--- src/rtl/share_recombine_endian.sv ---
// share_recombine_endian
//   Recombines a Boolean-masked bus of D shares into its unmasked value by
//   XOR, optionally reverses the order of its WIDTH-bit words, and presents
//   the result through one registered valid/ready output stage.
//
//   Build option: define ENDIAN_REVERSE_EN to enable the word reversal.
//   Without it the recombined value passes through in its original order.
//
// Parameters
//   D      number of shares (>= 1)
//   COUNT  bits per share (positive multiple of WIDTH)
//   WIDTH  word size used for the order reversal
//
// Ports
//   clk        sole clock, rising edge
//   rst        synchronous active-high reset
//   in_valid   in_shares holds a valid transfer
//   in_ready   block accepts a transfer this cycle (= !out_valid | out_ready)
//   in_shares  share i at [i*COUNT +: COUNT], share 0 in the LSBs
//   out_valid  out_data holds a valid result
//   out_ready  consumer accepts out_data this cycle
//   out_data   recombined (and optionally word-reversed) value
module share_recombine_endian #(
  parameter int D     = 2,
  parameter int COUNT = 128,
  parameter int WIDTH = 8
) (
  input  logic               clk,
  input  logic               rst,
  input  logic               in_valid,
  output logic               in_ready,
  input  logic [COUNT*D-1:0] in_shares,
  output logic               out_valid,
  input  logic               out_ready,
  output logic [COUNT-1:0]   out_data
);

  localparam int N = COUNT / WIDTH;

  generate
    if ((N * WIDTH) != COUNT || D < 1 || N < 1) begin : g_bad_cfg
      $error("share_recombine_endian: COUNT must be a positive multiple of WIDTH and D >= 1");
    end
  endgenerate

  logic [COUNT-1:0] rec;
  logic [COUNT-1:0] res;
  logic             in_xfer;
  logic             out_valid_q, out_valid_d;
  logic [COUNT-1:0] out_data_q,  out_data_d;

  // Unmask: XOR of all shares.
  always_comb begin
    rec = '0;
    for (int i = 0; i < D; i++) rec = rec ^ in_shares[i*COUNT +: COUNT];
  end

`ifdef ENDIAN_REVERSE_EN
  // Word k of the result takes word N-1-k; bits inside a word keep order.
  for (genvar k = 0; k < N; k++) begin : g_word
    assign res[k*WIDTH +: WIDTH] = rec[(N-1-k)*WIDTH +: WIDTH];
  end
`else
  assign res = rec;
`endif

  // Only combinational output path: out_ready -> in_ready.
  assign in_ready = ~out_valid_q | out_ready;
  assign in_xfer  = in_valid & in_ready;

  always_comb begin
    out_valid_d = out_valid_q;
    out_data_d  = out_data_q;
    if (in_xfer) begin
      // Covers the simultaneous drain+load case: valid stays high.
      out_valid_d = 1'b1;
      out_data_d  = res;
    end else if (out_ready) begin
      out_valid_d = 1'b0;
    end
  end

  always_ff @(posedge clk) begin
    if (rst) begin
      out_valid_q <= 1'b0;
      out_data_q  <= '0;
    end else begin
      out_valid_q <= out_valid_d;
      out_data_q  <= out_data_d;
    end
  end

  assign out_valid = out_valid_q;
  assign out_data  = out_data_q;

endmodule

--- config.mk ---
export PLATFORM = sky130hd
export DESIGN_NAME = share_recombine_endian
export DESIGN_NICKNAME = d
export VERILOG_FILES = /design/src/rtl/share_recombine_endian.sv
export SDC_FILE = /design/constraint.sdc
export NUM_CORES = 1
export LEC_CHECK = 0
export ABC_AREA = 0
export BUFFER_PORTS_ARGS = -buffer_cell sky130_fd_sc_hd__buf_2
export CORE_AREA = 4 4 149 151
export DETAILED_ROUTE_END_ITERATION = 16
export DIE_AREA = 0 0 153 155
export PLACE_DENSITY = 0.59
export SYNTH_ARGS = -nofsm -noshare
export SYNTH_HDL_FRONTEND = slang
export SYNTH_SLANG_ARGS = --single-unit
--- constraint.sdc ---
create_clock -name clk -period 1.6 [get_ports clk]
set_input_delay 0.08 -clock clk [delete_from_list [all_inputs] [get_ports clk]]
set_output_delay 0.08 -clock clk [all_outputs]
set_load 0.005 [all_outputs]
# Yosys cells after proc, flatten, opt, wreduce, memory -nomap -nowiden
# Cells that the tools add are included.
# totals
register_bits	129
word_cells	9
# op_classes
mux	2
bitwise	4
reduce_logical	1
# ops
op	n
bitwise XOR 128 bit	1
two-way mux 1 bit	2
nonzero test 2 bit	1
bitwise AND 1 bit	1
inverter 1 bit	1
OR 1 bit	1

# Depth between registers and ports, before layout
# depth
ltp_word	4
depth_mapped	6

# Least setup slack after synthesis
# No wires, ideal clock.
# synth_timing
path_type	reg-to-reg
startpoint	register out_valid_q, in the netlist out_valid
endpoint	register out_data_q[94], in the netlist out_data[94]
setup_ns	0.057
arrival_ns	1.173
path_slack_ns	0.370
stages_incl_launch_ff	7
n_path_buf	2
cell_sequence	dfxtp_1 -> nor2b_4 -> inv_2 -> a21oi_4 -> buf_12 -> buf_12 -> a22o_2
# synth_via
elab_chain_len	3
# synth_rtl
element	line	source
start, declared	49	logic out_valid_q, out_valid_d;
start signal, assigned	88	out_valid_q <= out_valid_d;
inverter 1 bit	68	assign in_ready = ~out_valid_q | out_ready;
OR 1 bit	68	
net in_ready	31	output logic in_ready,
bitwise AND 1 bit	69	assign in_xfer = in_valid & in_ready;
end signal, assigned	89	out_data_q <= out_data_d;
end, declared	50	logic [COUNT-1:0] out_data_q, out_data_d;
# The timed path passes the listed nets, and every way through them passes these cells.
# A chain may end at the register's enable or synchronous reset.

# Worst setup path in the final report
# layout_timing
startpoint	register out_valid_q, in the netlist out_valid
endpoint	register out_data_q[51], in the netlist out_data[51]
# layout_via
elab_chain_len	3
# layout_rtl
element	line
inverter 1 bit	68
OR 1 bit	68
bitwise AND 1 bit	69
# Every way passes these cells.

==> impl_metrics.json <==
{
  "antenna_found_initial": 0,
  "netlist_area_um2": 5279,
  "end_kind": "flip-flop",
  "arrival_ps": 1760,
  "clkSlewWorstSetupHoldPaths_ps": 60,
  "fin_cells": 1115,
  "leakagePower_nw": 4.273,
  "gp_congestion": 0.7859,
  "die_h_um": 155,
  "critPathMaxFanout": 28,
  "start_util_pct": 25.35,
  "syn_area_per_cell_um2": 12.60,
  "min_period_ps": 1414,
  "final_cell_area_um2": 8182,
  "setup-tns-final_ps": 0,
  "numPlacedInstances": 1077,
  "grt_pass1_vias": 4710,
  "relSlewSlack_pct": 83.42,
  "cap_violations": 0,
  "ys_types": 12,
  "tightest_slew_ps": 247.9,
  "max-vdd-ir-drop_mv": 0.5033,
  "hold_viol_final": 0,
  "fmax_ghz": 0.7071,
  "dieArea_um2": 23720,
  "status": "completed",
  "yosysSeqAreaShare_pct": 48.92,
  "cp.required_ps": 1940,
  "htree_levels": 4,
  "syn2layout_area_growth_pct": 54.99,
  "cts_buffers": 17,
  "vias": 4616,
  "die_w_um": 153,
  "vias_per_cell": 4.140,
  "synth-seq-cells": 129,
  "ios": 390,
  "finalClockSkew_ps": 4.189,
  "grt_overflow": 0,
  "maxSlewViolCount": 0,
  "place_area_um2": 7492,
  "wl_per_cell_um": 14.34,
  "drtAntennaViolNets": 0,
  "syn-num-nets": 679,
  "clk_latency_ps": 400,
  "setup_violations": 0,
  "rsz0062_at_grt": "false",
  "num_rows": 53,
  "grt_pass1_wl_um": 24230,
  "synth_compound_area_share_pct": 22.99,
  "diodes": 0,
  "drc": 0,
  "finalWorstSetupSlack_ps": 185.8,
  "clockBufferDepth": 2,
  "io_buffers": 389,
  "grt_start_max_net_pins": 42,
  "cts_tree": "built",
  "start_kind": "flip-flop",
  "yosys_warnings": 0,
  "post_route_cells_drive_above_1_share_pct": 60.24,
  "synth-xor-area-share_pct": 21.24,
  "synthSimpleGateAreaFrac_pct": 0.6400,
  "fin_crit_sh_pct": 88.39,
  "finalWirelength_um": 15990,
  "track_usage_pct": 12.81,
  "power_density_nw_per_um2": 1108,
  "nets": 1087,
  "hpwl_um": 12540,
  "path_class": "flip-flop to flip-flop",
  "clockRootBuffer": "clkbuf_16",
  "cts.sinks": 129,
  "synthAdderAreaFrac_pct": 0,
  "netlist_instances": 419,
  "core_um2": 20820,
  "yosys-mux-area-fraction_pct": 0,
  "first_pass_iters": 4,
  "hp-class": "primary input to flip-flop",
  "place_ws_ps": 187.5,
  "synth_top_family_by_area": "compound AO/OA/AOI/OAI gates",
  "drt_iter0_drc": 138
}
## cell usage after synthesis
library cell / n / area (um2)
dfxtp_1: 129 / 2582
xor2_1: 128 / 1121
a22o_1: 67 / 586.8
a22o_2: 61 / 610.6
buf_2: 14 / 70.07
buf_12: 11 / 220.2
buf_6: 3 / 33.78
nor2_1: 2 / 7.510
a21oi_4: 1 / 16.27
inv_2: 1 / 3.750
nor2b_4: 1 / 13.76
nor3b_2: 1 / 12.51
## per-stage QoR
stage	hold slack (ps)	utilization, %	power (mW)
detailed placement	346.2	35.98	5.061
global placement	336.8	35.98	5.062
CTS	0.1159	39.29	9.236
finish	24.89	39.29	9.063
global route	3.492	39.29	9.541
floorplan	152.4	-	4.293
## area by class of cell
cell class	count	area, um2
Clock buffer	20	446.7
Clock inverter	12	182.7
Fill cell	2090	12640
Inverter	1	3.754
Multi-Input combinational cell	261	2375
Sequential cell	129	2582
Tap cell	275	344.1
Timing Repair Buffer	417	2247
## state kept, by name, summed over array words and instances (netlist names)
name,cells
out_data,128
out_valid,1
## routing by layer
layer  routed length [um]  track usage (%)  vias up
li1                     -                -     2327
met4                  142            3.818        0
met5                    0                0        -
met2                 7993            21.83      223
met3                 1375            4.951        8
met1                 6477            15.01     2058
## critical path: stages (launching register included)
cell and delay, ps:
dfxtp_1 340, nor2b_4 200, inv_2 70, a21oi_4 160, buf_12 210, buf_12 190
a22o_2 160
## layout by cell type (no fill, tap or decap), types with 2 or more instances in the layout
| cell type | synthesis | final |
|---|---|---|
| clkbuf_16 | 0 | 17 |
| xor2_1 | 128 | 128 |
| a22o_2 | 61 | 61 |
| clkinv_4 | 0 | 3 |
| a22o_1 | 67 | 67 |
| buf_2 | 14 | 389 |
| buf_12 | 11 | 6 |
| dlygate4sd3_1 | 0 | 6 |
| bufinv_16 | 0 | 4 |
| buf_4 | 0 | 16 |
| clkinvlp_4 | 0 | 3 |
| dfxtp_1 | 129 | 129 |
| nor2_1 | 2 | 2 |
| clkbuf_1 | 0 | 2 |
## path summary, 6_finish.rpt
path / depth (start not counted) / slack [ps] / from / to
worst min-delay path: 3 / 20 / in_shares[26] / out_data[26]$_SDFFE_PP0P_
worst min register to register: 1 / 470 / out_data[22]$_SDFFE_PP0P_ / out_data[22]$_SDFFE_PP0P_
worst max register to register: 6 / 190 / out_valid$_SDFFE_PP0P_ / out_data[51]$_SDFFE_PP0P_
worst max-delay path: 6 / 190 / out_valid$_SDFFE_PP0P_ / out_data[51]$_SDFFE_PP0P_
## kinds of logic (layout without fill, tap and decap cells)
kind of cell    Yosys count  after routing
xor+xnor                128            128
compound gates          129            129
flops                   129            129
buf+inv                  29            450
simple gates              4              4
## where the power goes
group / internal (mW) / switching [mW] / total [mW] / leakage, nW
Clock: 2.66 / 1.42 / 4.08 / 0.297
Sequential: 3.47 / 0.124 / 3.59 / 1.06
Combinational: 0.786 / 0.607 / 1.39 / 2.91
## what timing repair did
action | 4_1_cts | 5_1_grt
hold endpoints to repair | 5 | 0
resized for setup | 0 | 0
hold buffers | 6 | 0
setup buffers | 0 | 0
Power figures use the tool's default switching activity.
